## src/rtl/wptr_full_gen.sv

```systemverilog
// Write-side pointer and full-flag generator for the async FIFO.
// It holds the binary write pointer and drives the memory write port.
// It publishes a registered Gray write pointer for the read-domain synchronizer.
// Occupancy flags are computed against the read pointer already synced into clk.
module wptr_full_gen #(
    parameter int ADDR_LEN     = 5,
    parameter int AFULL_THRESH = 28
) (
    input  logic                clk,
    input  logic                rstn,
    input  logic                winc,
    input  logic [ADDR_LEN:0]   rptr_sync,
    input  logic                ovf_clr,
    output logic [ADDR_LEN-1:0] waddr,
    output logic                wen,
    output logic [ADDR_LEN:0]   wptr,
    output logic                full,
    output logic                almost_full,
    output logic [ADDR_LEN:0]   wcount,
    output logic                overflow
);

    localparam int PW = ADDR_LEN + 1;
    localparam logic [PW-1:0] AF_TH = PW'(AFULL_THRESH);

    logic [PW-1:0] wbin;
    logic [PW-1:0] wbin_next;
    logic [PW-1:0] wgray_next;
    logic [PW-1:0] rbin_s;
    logic [PW-1:0] full_cmp;
    logic [PW-1:0] wcount_next;

    // A write is accepted only when there is room; full blocks it entirely.
    assign wen        = winc & ~full;
    assign waddr      = wbin[ADDR_LEN-1:0];
    assign wbin_next  = wbin + {{(PW-1){1'b0}}, wen};
    assign wgray_next = (wbin_next >> 1) ^ wbin_next;

    // Full means the write pointer is one lap ahead of the read pointer.
    // In Gray code that inverts the top two bits of the read pointer.
    assign full_cmp   = {~rptr_sync[PW-1:PW-2], rptr_sync[PW-3:0]};

    // Convert the synced read pointer from Gray to binary, MSB first.
    always_comb begin
        logic acc;
        acc    = 1'b0;
        rbin_s = '0;
        for (int i = PW - 1; i >= 0; i--) begin
            acc       = acc ^ rptr_sync[i];
            rbin_s[i] = acc;
        end
    end

    // Fill level uses the next write pointer so the flags track writes with zero lag.
    assign wcount_next = wbin_next - rbin_s;

    // Advance the pointers and register the flags for the next state.
    always_ff @(posedge clk or negedge rstn) begin
        if (!rstn) begin
            wbin        <= '0;
            wptr        <= '0;
            full        <= 1'b0;
            almost_full <= 1'b0;
            wcount      <= '0;
        end else begin
            wbin        <= wbin_next;
            wptr        <= wgray_next;
            full        <= (wgray_next == full_cmp);
            almost_full <= (wcount_next >= AF_TH);
            wcount      <= wcount_next;
        end
    end

    // Sticky overflow: a write attempt while full sets it, and set wins over clear.
    always_ff @(posedge clk or negedge rstn) begin
        if (!rstn)
            overflow <= 1'b0;
        else if (winc & full)
            overflow <= 1'b1;
        else if (ovf_clr)
            overflow <= 1'b0;
    end

endmodule
```

## config.mk

```make
export PLATFORM = sky130hd
export DESIGN_NAME = wptr_full_gen
export DESIGN_NICKNAME = d
export VERILOG_FILES = /design/src/rtl/wptr_full_gen.sv
export SDC_FILE = /design/constraint.sdc
export NUM_CORES = 1
export LEC_CHECK = 0
export ABC_CLOCK_PERIOD_IN_PS = 5400
export BUFFER_PORTS_ARGS = -buffer_cell sky130_fd_sc_hd__buf_2
export CAP_MARGIN = 10
export CORE_MARGIN = 4
export CORE_UTILIZATION = 55
export DETAILED_ROUTE_END_ITERATION = 10
export PLACE_DENSITY = 0.91
export REMOVE_ABC_BUFFERS = 1
export SLEW_MARGIN = 5
export SYNTH_ARGS = -nofsm -noshare
export SYNTH_HDL_FRONTEND = slang
export SYNTH_SLANG_ARGS = --single-unit
```

## constraint.sdc

```tcl
create_clock -name clk -period 5.4 [get_ports clk]
set_clock_uncertainty 0.05 [all_clocks]
set_input_delay 0.27 -clock clk [delete_from_list [all_inputs] [get_ports clk]]
set_output_delay 0.27 -clock clk [all_outputs]
set_load 0.005 [all_outputs]
```

# ---- Word-level counts from Yosys, hierarchy flattened
# Index checks and enable logic that the tools add are counted.
dict set report totals {
  register_bits 21
  input_bits 10
  word_cells 23
}
dict set report classes {
  add_sub_neg 2
  n_lt_le_gt_ge 1
  eq_ne 1
  n_mux 2
  bitwise_logic 10
  n_reduce_logical 1
}
# op count
set op_table {}
lappend op_table {{adder 6 x 1 -> 6 bit} 1}
lappend op_table {{== test 6 bit} 1}
lappend op_table {{>= comparator 6 x 5 -> 1 bit (second input constant)} 1}
lappend op_table {{subtractor 6 bit} 1}
lappend op_table {{XOR 5 x 6 -> 6 bit} 1}
lappend op_table {{XOR 1 bit} 5}
lappend op_table {{bitwise AND 1 bit} 2}
lappend op_table {{2-to-1 mux 1 bit} 2}
lappend op_table {{NOT 2 bit} 1}
lappend op_table {{nonzero test 2 bit} 1}
lappend op_table {{NOT 1 bit} 1}

# ---- Logic depth before layout (Yosys ltp)
# Gate-level depths: netlist of the first run.
dict set report depth {
  word_depth 7
  depth_mapped 12
  depth_no_buf 12
}

# ---- Worst setup path before layout of the first run
# Ideal clock, no wire load.
dict set report synth_path {
  path_type {input-to-reg}
  start {input port rptr_sync[5]}
  end {register almost_full}
  setup_ps 124
  arrival_time_ps 2616
  required_time_ps 5226
  slack_ps 2610
  path_stages 12
  n_path_buf 0
  path_cell_list {xnor2_2 -> xor2_2 -> xor2_2 -> xor2_2 -> xnor2_1 -> ha_1 -> fa_1 -> xnor2_1 -> a31oi_1 -> and3_1 -> o2bb2ai_1 -> a211o_1}
}
dict set report synth_via {
  elab_chain_len 7
}
# item line
set synth_lines {}
lappend synth_lines {{from (decl)} 12} ;# input logic [ADDR_LEN:0] rptr_sync,
lappend synth_lines {{XOR 1 bit * (3 in a row)} 49} ;# acc = acc ^ rptr_sync[i];
lappend synth_lines {{XOR 1 bit (2 in a row)} 49}
lappend synth_lines {{subtractor 6 bit *} 55} ;# assign wcount_next = wbin_next - rbin_s;
lappend synth_lines {{net wcount_next[2]} 31} ;# logic [PW-1:0] wcount_next;
lappend synth_lines {{>= comparator 6 x 5 -> 1 bit *} 69} ;# almost_full <= (wcount_next >= AF_TH);
lappend synth_lines {{to (signal assigned)} 69}
lappend synth_lines {{to (decl)} 18} ;# output logic almost_full,
# Mark *: on every way through the listed nets, which the timed path passes. The rest lies on a longest branch.
# A chain may end at the register's enable or synchronous reset.

# ---- Worst setup path after layout of the first run
dict set report layout_path {
  start {register full}
  end {register almost_full}
}
dict set report layout_via {
  elab_chain_len 5
}
# item line
set layout_lines {}
lappend layout_lines {{from (decl)} 17} ;# output logic full,
lappend layout_lines {{from (signal assigned)} 68} ;# full <= (wgray_next == full_cmp);
lappend layout_lines {{NOT 1 bit} 34} ;# assign wen = winc & ~full;
lappend layout_lines {{bitwise AND 1 bit} 34}
lappend layout_lines {{adder 6 x 1 -> 6 bit} 36} ;# assign wbin_next = wbin + {{(PW-1){1'b0}}, wen};
lappend layout_lines {{net wbin_next[2]} 27} ;# logic [PW-1:0] wbin_next;
lappend layout_lines {{subtractor 6 bit} 55}
lappend layout_lines {{>= comparator 6 x 5 -> 1 bit} 69}
# The timed path passes the listed nets, and every way through them passes these cells.

==> results.json, run 1 <==
{
  "ys_types": 39,
  "antenna_found_initial": 0,
  "yosys_warnings": 0,
  "setup_violations": 0,
  "vias": 905,
  "layout-drive-gt1-share_pct": 28.2,
  "cts_tree": "done",
  "grtUsageTotal_pct": 17.4,
  "async_flop_share_pct": 100,
  "synth_top_flop_cell": "dfrtp_1",
  "r2r-start": "full$_DFF_PN0_",
  "syn_inst": 110,
  "clkLatencyLatePin_ps": 300,
  "path_clk_slew_ps": 120,
  "ant_nets": 0,
  "start_kind": "flip-flop",
  "diodes": 0,
  "required_ps": 5550,
  "seq_area_frac_synth_pct": 40.4,
  "finalNetCount": 161,
  "dp_cells": 164,
  "hold_path_depth": 2,
  "max_slew_margin_pct": 70.8,
  "routedWlPerCell_um": 14.5,
  "multiInputGateArea_um2": 682,
  "setup_tns_ps": 0,
  "stdcell_count": 169,
  "start_util_pct": 60.7,
  "grt_pass1_wl_mm": 4.28,
  "timing.final.crit_share_pct": 55.8,
  "seqCellArea_um2": 500,
  "place_hpwl_mm": 1.93,
  "r2r_end": "almost_full$_DFF_PN0_",
  "hold_viol": 0,
  "drv_cap": 0,
  "startpoint": "full$_DFF_PN0_",
  "grt_setup_unrepaired": "no",
  "max_slew.worst_pin.slew_ps": 438,
  "cts_buffers": 3,
  "pre_cts_slack_ps": 2190,
  "gp_congestion": 0.774,
  "critPathCapture": "almost_full$_DFF_PN0_",
  "cts.sinks": 20,
  "grt_pass1_vias": 987,
  "max_freq_mhz": 332,
  "p_leak_nw": 0.723,
  "maxSlewViolCount": 0,
  "setup_ws_ps": 2380,
  "core_mm2": 0.00204,
  "die_w_um": 55.5,
  "synth_commonest_cells": "20 x dfrtp_1, 14 x xnor2_1, 11 x inv_1, 7 x ha_1, 6 x xor2_1",
  "fillers": 165,
  "endpoint_kind": "flip-flop",
  "hold_start": "ovf_clr",
  "io_buffers": 30,
  "cts.path.max_buffers": 2,
  "hold_path_class": "input pin to flip-flop",
  "reg2reg_depth": 10,
  "globalRouteOverflowTotal": 0,
  "pin_count": 31,
  "syn_area_per_cell_um2": 11.3,
  "synth_edf_count": 0,
  "core.rowCount": 16,
  "first_pass_iters": 4,
  "outcome": "complete, no violations",
  "hold_ws_ps": 95.2,
  "ys_top_cells_by_area": "dfrtp_1 40%, xnor2_1 9.9%, ha_1 7.1%",
  "die-area_mm2": 0.00308,
  "synth_top_cell_by_area": "dfrtp_1",
  "drc": 0,
  "cts-root-buf": "clkbuf_4",
  "drt_iter0_drc": 12,
  "totalWireLength_mm": 2.45,
  "grt_max_degree": 21,
  "min_period_ps": 3020,
  "crit_path_max_fanout": 7,
  "htreeDepth": 1,
  "arrival_ps": 3170,
  "area_delta_synth_final_pct": 18.7,
  "p_per_area_mw_per_mm2": 721,
  "mappedNetlistArea_mm2": 0.00124,
  "viasPerCell": 5.36,
  "cts_resized": 0,
  "ys_ff_latch": 20,
  "crit_type": "flip-flop to flip-flop",
  "vdd_ir_drop_max_mv": 0.423,
  "synth_top_area_share_pct": 40.4,
  "die_y_um": 55.5,
  "r2r_setup_slack_ps": 2380,
  "synth.most_common_cell": "dfrtp_1"
}
==> per-stage QoR <==
step | total power, W | area (um^2) | utilization [%]
global route | 0.00116 | 1470 | 72.0
finish | 0.00106 | 1470 | 72.0
floorplan | 0.000757 | 1220 | -
detailed placement | 0.000940 | 1410 | 68.9
CTS | 0.00107 | 1470 | 72.0
global placement | 0.000900 | 1410 | 68.9
==> report_power, final <==
group / switching [W] / total (W) / internal (W)
Sequential: 0.0000502 / 0.000281 / 0.000231
Clock: 0.0000473 / 0.000122 / 0.0000750
Combinational: 0.000344 / 0.000657 / 0.000313
==> layout make-up <==
cell class	instances	share of cell area (%)
repair buffers	31	10.9
clock inverters	1	2.04
inverters	11	2.81
flip-flops and latches	20	34.0
multi-input cells	76	46.4
clock buffers	3	1.53
well taps	27	2.30
==> sequential cells by signal, summed over array words and instances (netlist names) <==
register	flops
full	1
almost_full	1
wcount	6
overflow	1
wbin	6
wptr	5
==> worst min-delay path by stage <==
stage / endpoint / slack, ps
after detailed placement: full$_DFF_PN0_ / 190
final: overflow$_DFFE_PN0P_ / 100
after floorplan: almost_full$_DFF_PN0_ / -80
after global routing: overflow$_DFFE_PN0P_ / 100
after global placement: wbin[1]$_DFF_PN0_ / 180
after CTS: overflow$_DFFE_PN0P_ / 100
==> routing by layer <==
metal	track usage, %	up-vias	wire [um]
met4	7.99	0	34
met3	4.43	4	106
met2	29.6	22	1240
met5	0	-	0
met1	20.4	444	1070
li1	-	435	-
==> cell usage in the layout (no fill, tap or decap), types with 2 or more instances in the layout <==
cell type,n
nand3_1,2
ha_1,7
nor2b_1,4
o21ai_0,3
clkbuf_4,3
xnor2_1,14
nand2_1,3
or3_1,2
xor2_1,6
a21oi_1,4
inv_1,11
and3_1,2
xor2_2,4
buf_2,30
a21o_1,2
dfrtp_1,20
==> kinds of logic (layout without fill, tap and decap cells) <==
| family | Yosys count | after routing | share of synthesized area (%) |
|---|---|---|---|
| AND/OR/NAND/NOR | 21 | 21 | 10.3 |
| flip-flops | 20 | 20 | 40.4 |
| adder cells (fa/ha/maj) | 8 | 8 | 8.69 |
| multiplexers | 1 | 1 | 0.808 |
| buffers and inverters | 14 | 46 | 4.55 |
| XOR/XNOR | 27 | 27 | 24.7 |
| AO/OA/AOI/OAI | 19 | 19 | 10.5 |
==> timing repair <==
item,CTS,global route
setup buffers,0,0
hold buffers,1,0
hold endpoints to repair,20,0
endpoints found under the setup margin,0,0
==> critical path: stages (launching register included) <==
cell	delay, ps
dfrtp_1	410
nor2b_1	180
ha_1	240
ha_1	310
xor2_2	350
ha_1	390
nor2b_1	170
o21ai_0	200
nor2b_1	260
o2bb2ai_1	90
a211o_1	280
Power figures use the tool's default switching activity.
==> run 2: changes to the inputs <==
--- a/config.mk
+++ b/config.mk
@@ -5,13 +5,13 @@
 export SDC_FILE = /design/constraint.sdc
 export NUM_CORES = 1
 export LEC_CHECK = 0
-export ABC_CLOCK_PERIOD_IN_PS = 5400
+export ABC_CLOCK_PERIOD_IN_PS = 2700
 export BUFFER_PORTS_ARGS = -buffer_cell sky130_fd_sc_hd__buf_2
 export CAP_MARGIN = 10
 export CORE_MARGIN = 4
-export CORE_UTILIZATION = 55
+export CORE_UTILIZATION = 47
 export DETAILED_ROUTE_END_ITERATION = 10
-export PLACE_DENSITY = 0.91
+export PLACE_DENSITY = 0.84
 export REMOVE_ABC_BUFFERS = 1
 export SLEW_MARGIN = 5
 export SYNTH_ARGS = -nofsm -noshare
==> constraint.sdc (replaced) <==
create_clock -name clk -period 2.7 [get_ports clk]
set_clock_uncertainty 0.05 [all_clocks]
set_input_delay 0.135 -clock clk [delete_from_list [all_inputs] [get_ports clk]]
set_output_delay 0.135 -clock clk [all_outputs]
set_load 0.005 [all_outputs]
==> results.json, run 2 (synthesized netlist as in run 1, its figures left out) <==
{
  "r2r_end": "almost_full$_DFF_PN0_",
  "ant_nets": 0,
  "crit_type": "input pin to flip-flop",
  "start_util_pct": 49.5,
  "clockPowerShare_pct": 10.3,
  "cts_tree": "done",
  "max_slew_margin_pct": 69.1,
  "layout-drive-gt1-share_pct": 40.4,
  "min_period_ps": 2600,
  "die_w_um": 59.3,
  "hold_ws_ps": 212,
  "diodes": 0,
  "fillers": 181,
  "p_total_w": 0.00242,
  "timing.final.crit_share_pct": 96.5,
  "finalNetCount": 175,
  "globalRouteOverflowTotal": 0,
  "grt_pass1_vias": 956,
  "routedWlPerCell_um": 14.7,
  "core.rowCount": 18,
  "drc": 0,
  "hold_viol": 0,
  "setup_ws_ps": 95.3,
  "pwr-share-comb_pct": 66.1,
  "setup_violations": 0,
  "area_delta_synth_final_pct": 34.4,
  "cts.path.max_buffers": 2,
  "pre_cts_slack_ps": -258,
  "p_sw_share_pct": 40.0,
  "pwr-share-seq_pct": 23.6,
  "required_ps": 2900,
  "cts_buffers": 3,
  "cts-root-buf": "clkbuf_4",
  "crit_path_frequent_cell": "xor2_2",
  "pin_count": 31,
  "core_mm2": 0.00250,
  "first_pass_iters": 4,
  "crit_path_max_fanout": 4,
  "start_kind": "input pin",
  "cts.sinks": 20,
  "totalWireLength_mm": 2.73,
  "path_clk_slew_ps": 120,
  "outcome": "complete, no violations",
  "grt_max_degree": 21,
  "p_sw_w": 0.000968,
  "endpoint_kind": "flip-flop",
  "dp_cells": 177,
  "grtUsageTotal_pct": 16.2,
  "worst-path-buf-inv": 2,
  "reg2reg_depth": 11,
  "gp_congestion": 0.803,
  "stdcell_count": 186,
  "arrival_ps": 2810,
  "r2r_setup_slack_ps": 140,
  "hold_path_depth": 4,
  "max_freq_mhz": 384,
  "crit_family": "XOR/XNOR gates",
  "antenna_found_initial": 0,
  "grt_pass1_wl_mm": 4.22,
  "max_stage_delay_ps": 310,
  "final_common_cell": "buf_2",
  "p_per_area_mw_per_mm2": 1450,
  "htreeDepth": 1,
  "setup_tns_ps": 0,
  "path_cells": "buf_2, xnor2_4, xor2_2, xor2_2, xor2_2, xnor2_1, ha_2, fa_2, buf_4, nand4b_1, or3_1, and3_1, o2bb2ai_1, a211o_1",
  "vias": 956,
  "place_hpwl_mm": 1.93,
  "top_regs": "wbin (6), wcount (6), wptr (5)",
  "io_buffers": 30,
  "layout_common_cells": "30 x buf_2, 20 x dfrtp_1, 12 x xnor2_1, 12 x buf_4, 11 x inv_1",
  "die-area_mm2": 0.00352,
  "intPower_w": 0.00145,
  "hold_start": "rptr_sync[0]",
  "r2r-start": "full$_DFF_PN0_",
  "holdPathEnd": "wcount[0]$_DFF_PN0_",
  "die_y_um": 59.3,
  "slowest_stage": "or3_1",
  "viasPerCell": 5.14,
  "vdd_ir_drop_max_mv": 0.865,
  "hold_path_class": "input pin to flip-flop",
  "maxSlewViolCount": 0,
  "p_leak_nw": 0.810,
  "drv_cap": 0,
  "max_slew.worst_pin.slew_ps": 463,
  "drt_iter0_drc": 16,
  "clkLatencyLatePin_ps": 300
}
run 2: cell types whose count changed in the layout (fill, tap and decap cells not counted), moves of 2 or more:
cell           previous run  this run
buf_4                     0        12
xnor2_1                  14        12
dlygate4sd3_1             1         3
ha_2                      0         3
nor2b_2                   0         2
ha_1                      7         2
ha_4                      0         2
nor2b_1                   4         2
run 2: per-stage QoR:
step	util, %	instance area, um^2
3_3_place_gp	59.5	1490
5_1_grt	66.6	1670
4_1_cts	62.8	1570
3_5_place_dp	59.5	1490
2_1_floorplan	-	1220
6_report	66.6	1670
run 2: worst max-delay path by stage:
stage                            end  cells after the start      startpoint
2_1_floorplan  almost_full$_DFF_PN0_                     10  full$_DFF_PN0_
3_3_place_gp   almost_full$_DFF_PN0_                     13    rptr_sync[5]
3_5_place_dp   almost_full$_DFF_PN0_                     14    rptr_sync[5]
5_1_grt        almost_full$_DFF_PN0_                     14    rptr_sync[4]
4_1_cts        almost_full$_DFF_PN0_                     10  full$_DFF_PN0_
6_report       almost_full$_DFF_PN0_                     14    rptr_sync[4]
run 2: metal layers:
layer	track usage, %	share of wire [%]
met4	7.77	1.6
met1	20.2	41
met5	0	0
met2	27.0	54
met3	2.61	3.2
run 2: layout make-up:
class	instances	area [um^2]	share of cell area, %
Clock buffer	3	22.5	1.35
Sequential cell	20	500	30.1
Multi-Input combinational cell	76	763	45.8
Tap cell	30	37.5	2.25
Clock inverter	1	30.0	1.80
Timing Repair Buffer	45	270	16.2
Inverter	11	41.3	2.48
run 2: worst register-to-register path: cells and delay by family, from the launching register on:
kind	cells	cell delay, ps
AO/OA/AOI/OAI	2	300
adder cells (fa/ha/maj)	3	750
buffers and inverters	2	270
flip-flops	1	410
AND/OR/NAND/NOR	4	730
run 2: what timing repair did:
item,CTS,global route
resized for setup,0,16
buffers inserted,0,2
endpoints found under the setup margin,0,3
hold buffers,3,0
hold endpoints to repair,21,0
run 2: power by group through the flow:
stage / clock network [W] / logic, W / registers (W)
2_1_floorplan: 0 / 0.000930 / 0.000584
3_3_place_gp: 0 / 0.00135 / 0.000568
3_5_place_dp: 0 / 0.00140 / 0.000573
4_1_cts: 0.000251 / 0.00142 / 0.000567
5_1_grt: 0.000273 / 0.00177 / 0.000593
6_report: 0.000249 / 0.00160 / 0.000572
